==> src/rtl/wallace_pkg.sv <==
// Shared sizes and partial-product row construction for the 8x8 Wallace reduction.
// The signed (Baugh-Wooley) row form is selected by the caller, see WALLACE_SIGNED_EN in the top.
package wallace_pkg;

  localparam int OP_W      = 8;
  localparam int PROD_W    = 16;
  localparam int N_PP_ROWS = 8;
  localparam int S1_ROWS   = 4;

  // Row i of the partial-product array, already shifted to weight i.
  // Baugh-Wooley: the two Baugh-Wooley constants (weights 8 and 15) land in free bit
  // positions of rows 0 and 7, so the array stays at exactly eight rows.
  function automatic logic [PROD_W-1:0] pp_row(
    input logic [OP_W-1:0] a,
    input logic [OP_W-1:0] b,
    input int              i,
    input bit              signed_en
  );
    logic [PROD_W-1:0] row;
    logic              bit_v;
    row = '0;
    for (int j = 0; j < OP_W; j++) begin
      bit_v = a[j] & b[i];
      if (signed_en && ((i == OP_W-1) != (j == OP_W-1))) begin
        bit_v = ~bit_v;
      end
      row[i+j] = bit_v;
    end
    if (signed_en && (i == 0)) begin
      row[OP_W] = 1'b1;
    end
    if (signed_en && (i == OP_W-1)) begin
      row[PROD_W-1] = 1'b1;
    end
    return row;
  endfunction

endpackage

==> src/rtl/csa_3to2.sv <==
// One carry-save layer: a row of full adders reducing three rows to a sum row and a
// carry row pre-shifted by one, with the carry out of the top bit dropped.
module csa_3to2
  import wallace_pkg::*;
#(
  parameter int W = PROD_W
) (
  input  logic [W-1:0] x,
  input  logic [W-1:0] y,
  input  logic [W-1:0] z,
  output logic [W-1:0] s,
  output logic [W-1:0] c
);

  logic [W-2:0] maj;

  assign s   = x ^ y ^ z;
  assign maj = (x[W-2:0] & y[W-2:0]) | (x[W-2:0] & z[W-2:0]) | (y[W-2:0] & z[W-2:0]);
  assign c   = {maj, 1'b0};

endmodule

==> src/rtl/wallace_reduce_8x8.sv <==
// Two-stage pipelined 8x8 Wallace reduction to a sum/carry row pair (mod 2^16).
// Define WALLACE_SIGNED_EN for two's-complement operands (Baugh-Wooley).
module wallace_reduce_8x8
  import wallace_pkg::*;
#(
  parameter int TAG_W = 4
) (
  input  logic              clk,
  input  logic              rst_n,
  input  logic              in_valid,
  output logic              in_ready,
  input  logic [OP_W-1:0]   in_a,
  input  logic [OP_W-1:0]   in_b,
  input  logic [TAG_W-1:0]  in_tag,
  output logic              out_valid,
  input  logic              out_ready,
  output logic [PROD_W-1:0] out_s,
  output logic [PROD_W-1:0] out_c,
  output logic [TAG_W-1:0]  out_tag
);

`ifdef WALLACE_SIGNED_EN
  localparam bit SIGNED_EN = 1'b1;
`else
  localparam bit SIGNED_EN = 1'b0;
`endif

  logic [PROD_W-1:0] pp [N_PP_ROWS];

  always_comb begin
    for (int i = 0; i < N_PP_ROWS; i++) begin
      pp[i] = pp_row(in_a, in_b, i, SIGNED_EN);
    end
  end

  // Stage 1: 8 -> 6 -> 4
  logic [PROD_W-1:0] l1a_s, l1a_c, l1b_s, l1b_c;
  logic [PROD_W-1:0] l2a_s, l2a_c, l2b_s, l2b_c;

  csa_3to2 #(.W(PROD_W)) u_l1a (.x(pp[0]), .y(pp[1]), .z(pp[2]), .s(l1a_s), .c(l1a_c));
  csa_3to2 #(.W(PROD_W)) u_l1b (.x(pp[3]), .y(pp[4]), .z(pp[5]), .s(l1b_s), .c(l1b_c));
  csa_3to2 #(.W(PROD_W)) u_l2a (.x(l1a_s), .y(l1a_c), .z(l1b_s), .s(l2a_s), .c(l2a_c));
  csa_3to2 #(.W(PROD_W)) u_l2b (.x(l1b_c), .y(pp[6]), .z(pp[7]), .s(l2b_s), .c(l2b_c));

  logic [S1_ROWS-1:0][PROD_W-1:0] s1_rows_q, s1_rows_d;
  logic [TAG_W-1:0]               s1_tag_q, s1_tag_d;
  logic                           s1_valid_q, s1_valid_d;

  // Stage 2: 4 -> 3 -> 2
  logic [PROD_W-1:0] l3_s, l3_c, l4_s, l4_c;

  csa_3to2 #(.W(PROD_W)) u_l3 (
    .x(s1_rows_q[0]), .y(s1_rows_q[1]), .z(s1_rows_q[2]), .s(l3_s), .c(l3_c)
  );
  csa_3to2 #(.W(PROD_W)) u_l4 (
    .x(l3_s), .y(l3_c), .z(s1_rows_q[3]), .s(l4_s), .c(l4_c)
  );

  logic [PROD_W-1:0] out_s_q, out_s_d;
  logic [PROD_W-1:0] out_c_q, out_c_d;
  logic [TAG_W-1:0]  out_tag_q, out_tag_d;
  logic              out_valid_q, out_valid_d;

  logic s2_adv, s1_adv, accept;

  always_comb begin
    s2_adv   = !out_valid_q || out_ready;
    s1_adv   = !s1_valid_q || s2_adv;
    in_ready = s1_adv && rst_n;
    accept   = in_valid && in_ready;

    s1_rows_d   = s1_rows_q;
    s1_tag_d    = s1_tag_q;
    s1_valid_d  = s1_valid_q;
    out_s_d     = out_s_q;
    out_c_d     = out_c_q;
    out_tag_d   = out_tag_q;
    out_valid_d = out_valid_q;

    if (s1_adv) begin
      s1_valid_d = accept;
    end
    if (accept) begin
      s1_rows_d = {l2b_c, l2b_s, l2a_c, l2a_s};
      s1_tag_d  = in_tag;
    end

    if (s2_adv) begin
      out_valid_d = s1_valid_q;
    end
    if (s2_adv && s1_valid_q) begin
      out_s_d   = l4_s;
      out_c_d   = l4_c;
      out_tag_d = s1_tag_q;
    end
  end

  always_ff @(posedge clk) begin
    if (!rst_n) begin
      s1_rows_q   <= '0;
      s1_tag_q    <= '0;
      s1_valid_q  <= 1'b0;
      out_s_q     <= '0;
      out_c_q     <= '0;
      out_tag_q   <= '0;
      out_valid_q <= 1'b0;
    end else begin
      s1_rows_q   <= s1_rows_d;
      s1_tag_q    <= s1_tag_d;
      s1_valid_q  <= s1_valid_d;
      out_s_q     <= out_s_d;
      out_c_q     <= out_c_d;
      out_tag_q   <= out_tag_d;
      out_valid_q <= out_valid_d;
    end
  end

  assign out_s     = out_s_q;
  assign out_c     = out_c_q;
  assign out_tag   = out_tag_q;
  assign out_valid = out_valid_q;

endmodule

==> config.mk <==
export PLATFORM = sky130hd
export DESIGN_NAME = wallace_reduce_8x8
export DESIGN_NICKNAME = d
export VERILOG_FILES = /design/src/rtl/wallace_pkg.sv /design/src/rtl/csa_3to2.sv /design/src/rtl/wallace_reduce_8x8.sv
export SDC_FILE = /design/constraint.sdc
export NUM_CORES = 1
export LEC_CHECK = 0
export CAP_MARGIN = 20
export CORE_MARGIN = 2
export CORE_UTILIZATION = 58
export DETAILED_ROUTE_END_ITERATION = 10
export DONT_BUFFER_PORTS = 1
export PLACE_DENSITY = 0.72
export SYNTH_ARGS = -nofsm -noshare
export SYNTH_HDL_FRONTEND = slang
export SYNTH_SLANG_ARGS = --single-unit
==> constraint.sdc <==
create_clock -name clk -period 1.9 [get_ports clk]
set_input_delay 0.38 -clock clk [delete_from_list [all_inputs] [get_ports clk]]
set_output_delay 0.38 -clock clk [all_outputs]
set_load 0.005 [all_outputs]
# Word level (Yosys, flattened, before mapping)
# Cells that the tools add are included.
[totals]
ram_bits = 0
register_bits = 103
romBits = 0
memories = 0
elab_cells = 123
latchBits = 0
[op_classes]
add_sub_neg = 0
n_reduce_logical = 7
eq_ne = 0
n_shift = 0
n_bitwise = 106
n_lt_le_gt_ge = 0
n_mul = 0
mux = 0
div = 0
[op_table]
columns = ["operator", "count"]
rows = [
  ["$or A15 B15 Y15", 12],
  ["$and A15 B15 Y15", 10],
  ["$xor A16 B16 Y16", 6],
  ["$and A1 B1 Y1", 64],
  ["$xor A16 B10 Y16", 1],
  ["$xor A16 B13 Y16", 1],
  ["$xor A16 B14 Y16", 1],
  ["$xor A16 B15 Y16", 1],
  ["$and A14 B15 Y15", 1],
  ["$and A15 B14 Y15", 1],
  ["$and A11 B13 Y13", 1],
  ["$and A12 B13 Y13", 1],
  ["$and A11 B12 Y12", 1],
  ["$xor A11 B12 Y12", 1],
  ["$and A8 B10 Y10", 1],
  ["$and A9 B10 Y10", 1],
  ["$and A8 B9 Y9", 1],
  ["$xor A8 B9 Y9", 1],
  ["$logic_and A1 B1 Y1", 3],
  ["$logic_not A1 Y1", 2],
  ["$logic_or A1 B1 Y1", 2],
]

# Longest topological paths before layout
[depth]
word_depth = 7
ltp_mapped = 7
depth_no_buf = 6

# Hierarchy
# Synthesis repeated with hierarchy kept, for this count alone.
[hier_totals]
hier_cells = 635
area_unflattened_um2 = 6506.2
[by_module_without_submodules]
columns = ["mod", "area_per_inst_um2", "instances", "cells_each"]
rows = [
  ["wallace_reduce_8x8", 4494.3, 1, 527],
  ["csa_3to2", 335.3, 6, 18],
]

# Least setup slack after synthesis
# OpenSTA, ideal clock, no wires.
[synth_path]
path_type = "in2reg"
startpoint = "input in_b[0]"
endpoint = "register s1_rows_q[7] (netlist name)"
path_stages = 7
required_ps = 1828
setup_slack_ps = 45
path_buffers = 1
arrival_ps = 1783
cell_sequence = "clkbuf_1 nand2_1 fa_1 inv_1 fa_1 inv_1 mux2i_1"
[synth_via]
elab_chain_cells = 6
[synth_rtl]
columns = ["element", "line", "rtl"]
rows = [
  ["from (decl)", "wallace_reduce_8x8.sv:13", "input logic [OP_W-1:0] in_b,"],
  ["$and A1 B1 Y1", "wallace_pkg.sv:23", "bit_v = a[j] & b[i];"],
  ["$and A8 B9 Y9 or $and A8 B10 Y10 (tied branches)", "csa_3to2.sv:18", "assign maj = (x[W-2:0] & y[W-2:0]) | (x[W-2:0] & z[W-2:0]) | (y[W-2:0] & z[W-2:0]);"],
  ["$or A15 B15 Y15 (2 in series)", "csa_3to2.sv:18", ""],
  ["$xor A16 B16 Y16 (*) (2 in series)", "csa_3to2.sv:17", "assign s = x ^ y ^ z;"],
  ["named net l2a_s[7]", "wallace_reduce_8x8.sv:38", "logic [PROD_W-1:0] l2a_s, l2a_c, l2b_s, l2b_c;"],
  ["to (signal assigned)", "wallace_reduce_8x8.sv:108", "s1_rows_q <= s1_rows_d;"],
  ["to (decl)", "wallace_reduce_8x8.sv:45", "logic [S1_ROWS-1:0][PROD_W-1:0] s1_rows_q, s1_rows_d;"],
]
# The timed path passes the listed nets; every way through them passes the cells marked *.
# A chain may end at the register's enable or synchronous reset.

# Worst setup path after layout
[layout_path]
startpoint = "register out_valid_q (netlist: out_valid)"
endpoint = "output in_ready"
[layout_via]
elab_chain_cells = 4
[layout_rtl]
columns = ["element", "line", "rtl"]
rows = [
  ["from (decl)", "wallace_reduce_8x8.sv:62", "logic out_valid_q, out_valid_d;"],
  ["from (signal assigned)", "wallace_reduce_8x8.sv:114", "out_valid_q <= out_valid_d;"],
  ["$logic_not A1 Y1", "wallace_reduce_8x8.sv:67", "s2_adv = !out_valid_q || out_ready;"],
  ["$logic_or A1 B1 Y1", "wallace_reduce_8x8.sv:67", ""],
  ["$logic_or A1 B1 Y1", "wallace_reduce_8x8.sv:68", "s1_adv = !s1_valid_q || s2_adv;"],
  ["$logic_and A1 B1 Y1", "wallace_reduce_8x8.sv:69", "in_ready = s1_adv && rst_n;"],
  ["to (decl)", "wallace_reduce_8x8.sv:11", "output logic in_ready,"],
]
# Every way passes these cells.

==> results by group <==
Global routing
  • Gr ovfl total: 0
  • Initial antenna violation count: 0
  • GRT met1 Usage: 30.9%
  • Most Crowded Layer GR: met1
  • Vias in the first global route: 2894
  • Met3 Track Usage GR: 5.93%
  • Largest net degree at the start of global routing: 46
  • Global-route usage over all layers: 21.3%
  • First-pass GRT wire length: 14.0 mm
  • Met2 Use GR: 30.5%

Route
  • # DRC: 0
  • DRC violation total after the first TritonRoute iteration: 97
  • Drt wl/cell: 14.7 µm
  • Remaining antenna violation count after routing: 0
  • Drt total wl: 8.35 mm
  • Iteration count of the initial detailed-routing pass: 4
  • Vias per cell: 5.24
  • DR vias: 2969

Die
  • Core area: 7290 µm²
  • DIE AREA: 8250 µm²
  • # IOs: 62
  • FP Rows: 31
  • Starting density of the core: 59.9%
  • Die X-Extent: 90.8 µm
  • Die Y: 90.8 µm

Power and ir drop
  • Internal power: 2700 µW
  • Worst VDD drop: 0.000345 V
  • Seq pwr share: 47.6%
  • Switching part of the total power: 27.3%
  • Comb pwr share: 16.5%
  • NetSw: 1010 µW
  • Clock Power Share: 35.9%
  • Power Dens Cells: 812 nW/µm²
  • Static leakage: 0.00198 µW

Placed design
  • I/O Buffers: 0
  • Dpl hpwl: 6.24 mm
  • GPL Wtd Cong: 0.791
  • Post-Place Worst Slack: 0.0612 ns

Flow run
  • Max-cap violations: 0

Clocking
  • Post-CTS Setup Bufs: 0
  • CTS Root Cell: clkbuf_8
  • Hold_buf cts: 0
  • CTS tree: done
  • Clock transition at path regs: 0.08 ns
  • Clk_lat worst skew: 0.35 ns
  • CTS max path bufs: 2
  • Sink Count: 75
  • CTS resizes: 0
  • CTS H-tree lvls: 3
  • TritonCTS Buffers: 9

Hold path
  • Hold Path Class: input port to flip-flop

Yosys
  • Register area share after synthesis: 34.4%
  • EDFF count, synth: 0
  • Gate Count Post-Synth: 471
  • Synth Cell Area: 4370 µm²
  • Cell with the most instances after synthesis: dfxtp_1
  • #FFs+latches synth: 75
  • Ys async rst share: 0%
  • Synth area leaders: dfxtp_1 (34%), fa_1 (17%), mux2i_1 (9.8%)
  • Post-synth top area cell: dfxtp_1
  • Yosys cell types: 25
  • Most instantiated cells after synthesis: dfxtp_1 (75), nand2_1 (65), inv_1 (64)
  • Post-synth top flop: dfxtp_1
  • YS warnings: 0
  • Syn_area_per_cell: 9.28 µm²
  • Post-synth top area share: 34.4%

Timing
  • RSZ-0062 raised after global routing: no
  • Setup Viol. Count Final: 0
  • Period utilization: 88.6%
  • Final setup skew: 0.00828 ns
  • Max frequency: 594 MHz
  • Fin crit period: 1.68 ns
  • Max Slew Vio Count: 0
  • Count of final hold-check violations: 0
  • Worst Slack Setup Final: 0.216 ns
  • Setup TNS: 0 ns

Finish
  • Filler cell count: 655
  • Layout Nets: 540
  • Multi-input gate area: 2410 µm²
  • Register area: 1500 µm²
  • Layout cell share with drive strength beyond 1: 5.77%
  • Layout area overhead: 4.61%
  • Ant. Diodes: 0

Worst setup path
  • CP arrival: 1.30 ns
  • Critical Path RT: 1.52 ns
  • Critical path type: flip-flop to output pin
  • Worst Setup Start Kind: flip-flop
  • CP endpoint kind: output pin
  • Critical-path maximum fanout: 10

Status
  • Outcome: finished clean
## power groups by stage
stage / registers (µW) / clock network, µW / logic [µW]
floorplan: 1780 / 0 / 516
finish: 1770 / 1330 / 612
CTS: 1770 / 1350 / 618
detailed placement: 1800 / 0 / 615
global route: 1780 / 1410 / 713
global placement: 1800 / 0 / 599
## layout make-up
type                    count  share of cell area [%]
multi-input cells         304                    52.8
flip-flops and latches     75                    32.8
inverters                  65                    5.34
clock buffers               9                    2.71
well taps                  99                    2.71
clock inverters             7                    2.03
repair buffers              8                    1.59
## cells in the final DEF, fill, tap and decap left out, types with 3 or more instances in the layout
| cell type | instances |
|---|---|
| dfxtp_1 | 75 |
| nand2_1 | 65 |
| inv_1 | 64 |
| and2_1 | 43 |
| mux2i_1 | 43 |
| fa_1 | 38 |
| a21oi_1 | 33 |
| nand3_1 | 26 |
| o21ai_0 | 21 |
| ha_1 | 15 |
| clkbuf_8 | 9 |
| buf_4 | 7 |
| conb_1 | 6 |
| o21ai_1 | 5 |
| a211oi_1 | 4 |
| clkinv_2 | 3 |
## worst paths after layout
| path | start | end | slack (ns) | cells after the start |
|---|---|---|---|---|
| max reg2reg | s1_rows_q[10]$_SDFFE_PN0P_ | out_s[10]$_SDFFE_PN0P_ | 0.27 | 4 |
| max | out_valid$_SDFFE_PN0P_ | in_ready | 0.22 | 3 |
| min reg2reg | s1_rows_q[61]$_SDFFE_PN0P_ | s1_rows_q[61]$_SDFFE_PN0P_ | 0.46 | 2 |
| min | in_valid | s1_valid_q$_SDFFE_PN0N_ | 0.15 | 2 |
## state kept, by name (all words and copies together) (netlist names)
register and cells:
out_tag 4, out_s 15, s1_rows_q 39, s1_valid_q 1
s1_tag_q 4, out_valid 1, out_c 11
## worst max-delay path: stages, from the launching register on
cell and delay (ns):
dfxtp_1 0.37, nor2b_4 0.30, buf_4 0.20, a21oi_1 0.09
## per-stage QoR
step | util (%) | hold WS, ns | instance area, µm² | instances | power (µW)
finish | 62.7 | 0.152 | 4570 | 567 | 3710
global route | 62.7 | 0.137 | 4570 | 567 | 3900
CTS | 62.7 | 0.137 | 4570 | 567 | 3740
global placement | 59.7 | 0.444 | 4360 | 551 | 2400
detailed placement | 59.7 | 0.450 | 4360 | 551 | 2420
floorplan | - | 0.435 | 4390 | 476 | 2300
## routing by layer
layer,vias up,wire (µm),part of all wire [%]
met4,0,105,1.3
met1,1415,4260,51
li1,1466,-,-
met2,80,3490,42
met3,8,488,5.8
met5,-,0,0
## kinds of logic (layout without fill, tap and decap cells)
logic type	Yosys count	after routing	share of synthesized area, %
other	1	6	0.0858
AND/OR/NAND/NOR	138	138	15.3
buffers and inverters	97	89	11.0
flip-flops	75	75	34.4
multiplexers	43	43	9.85
AO/OA/AOI/OAI	64	64	7.64
adder cells (fa/ha/maj)	53	53	21.7
(Power assumes the default switching activity.)
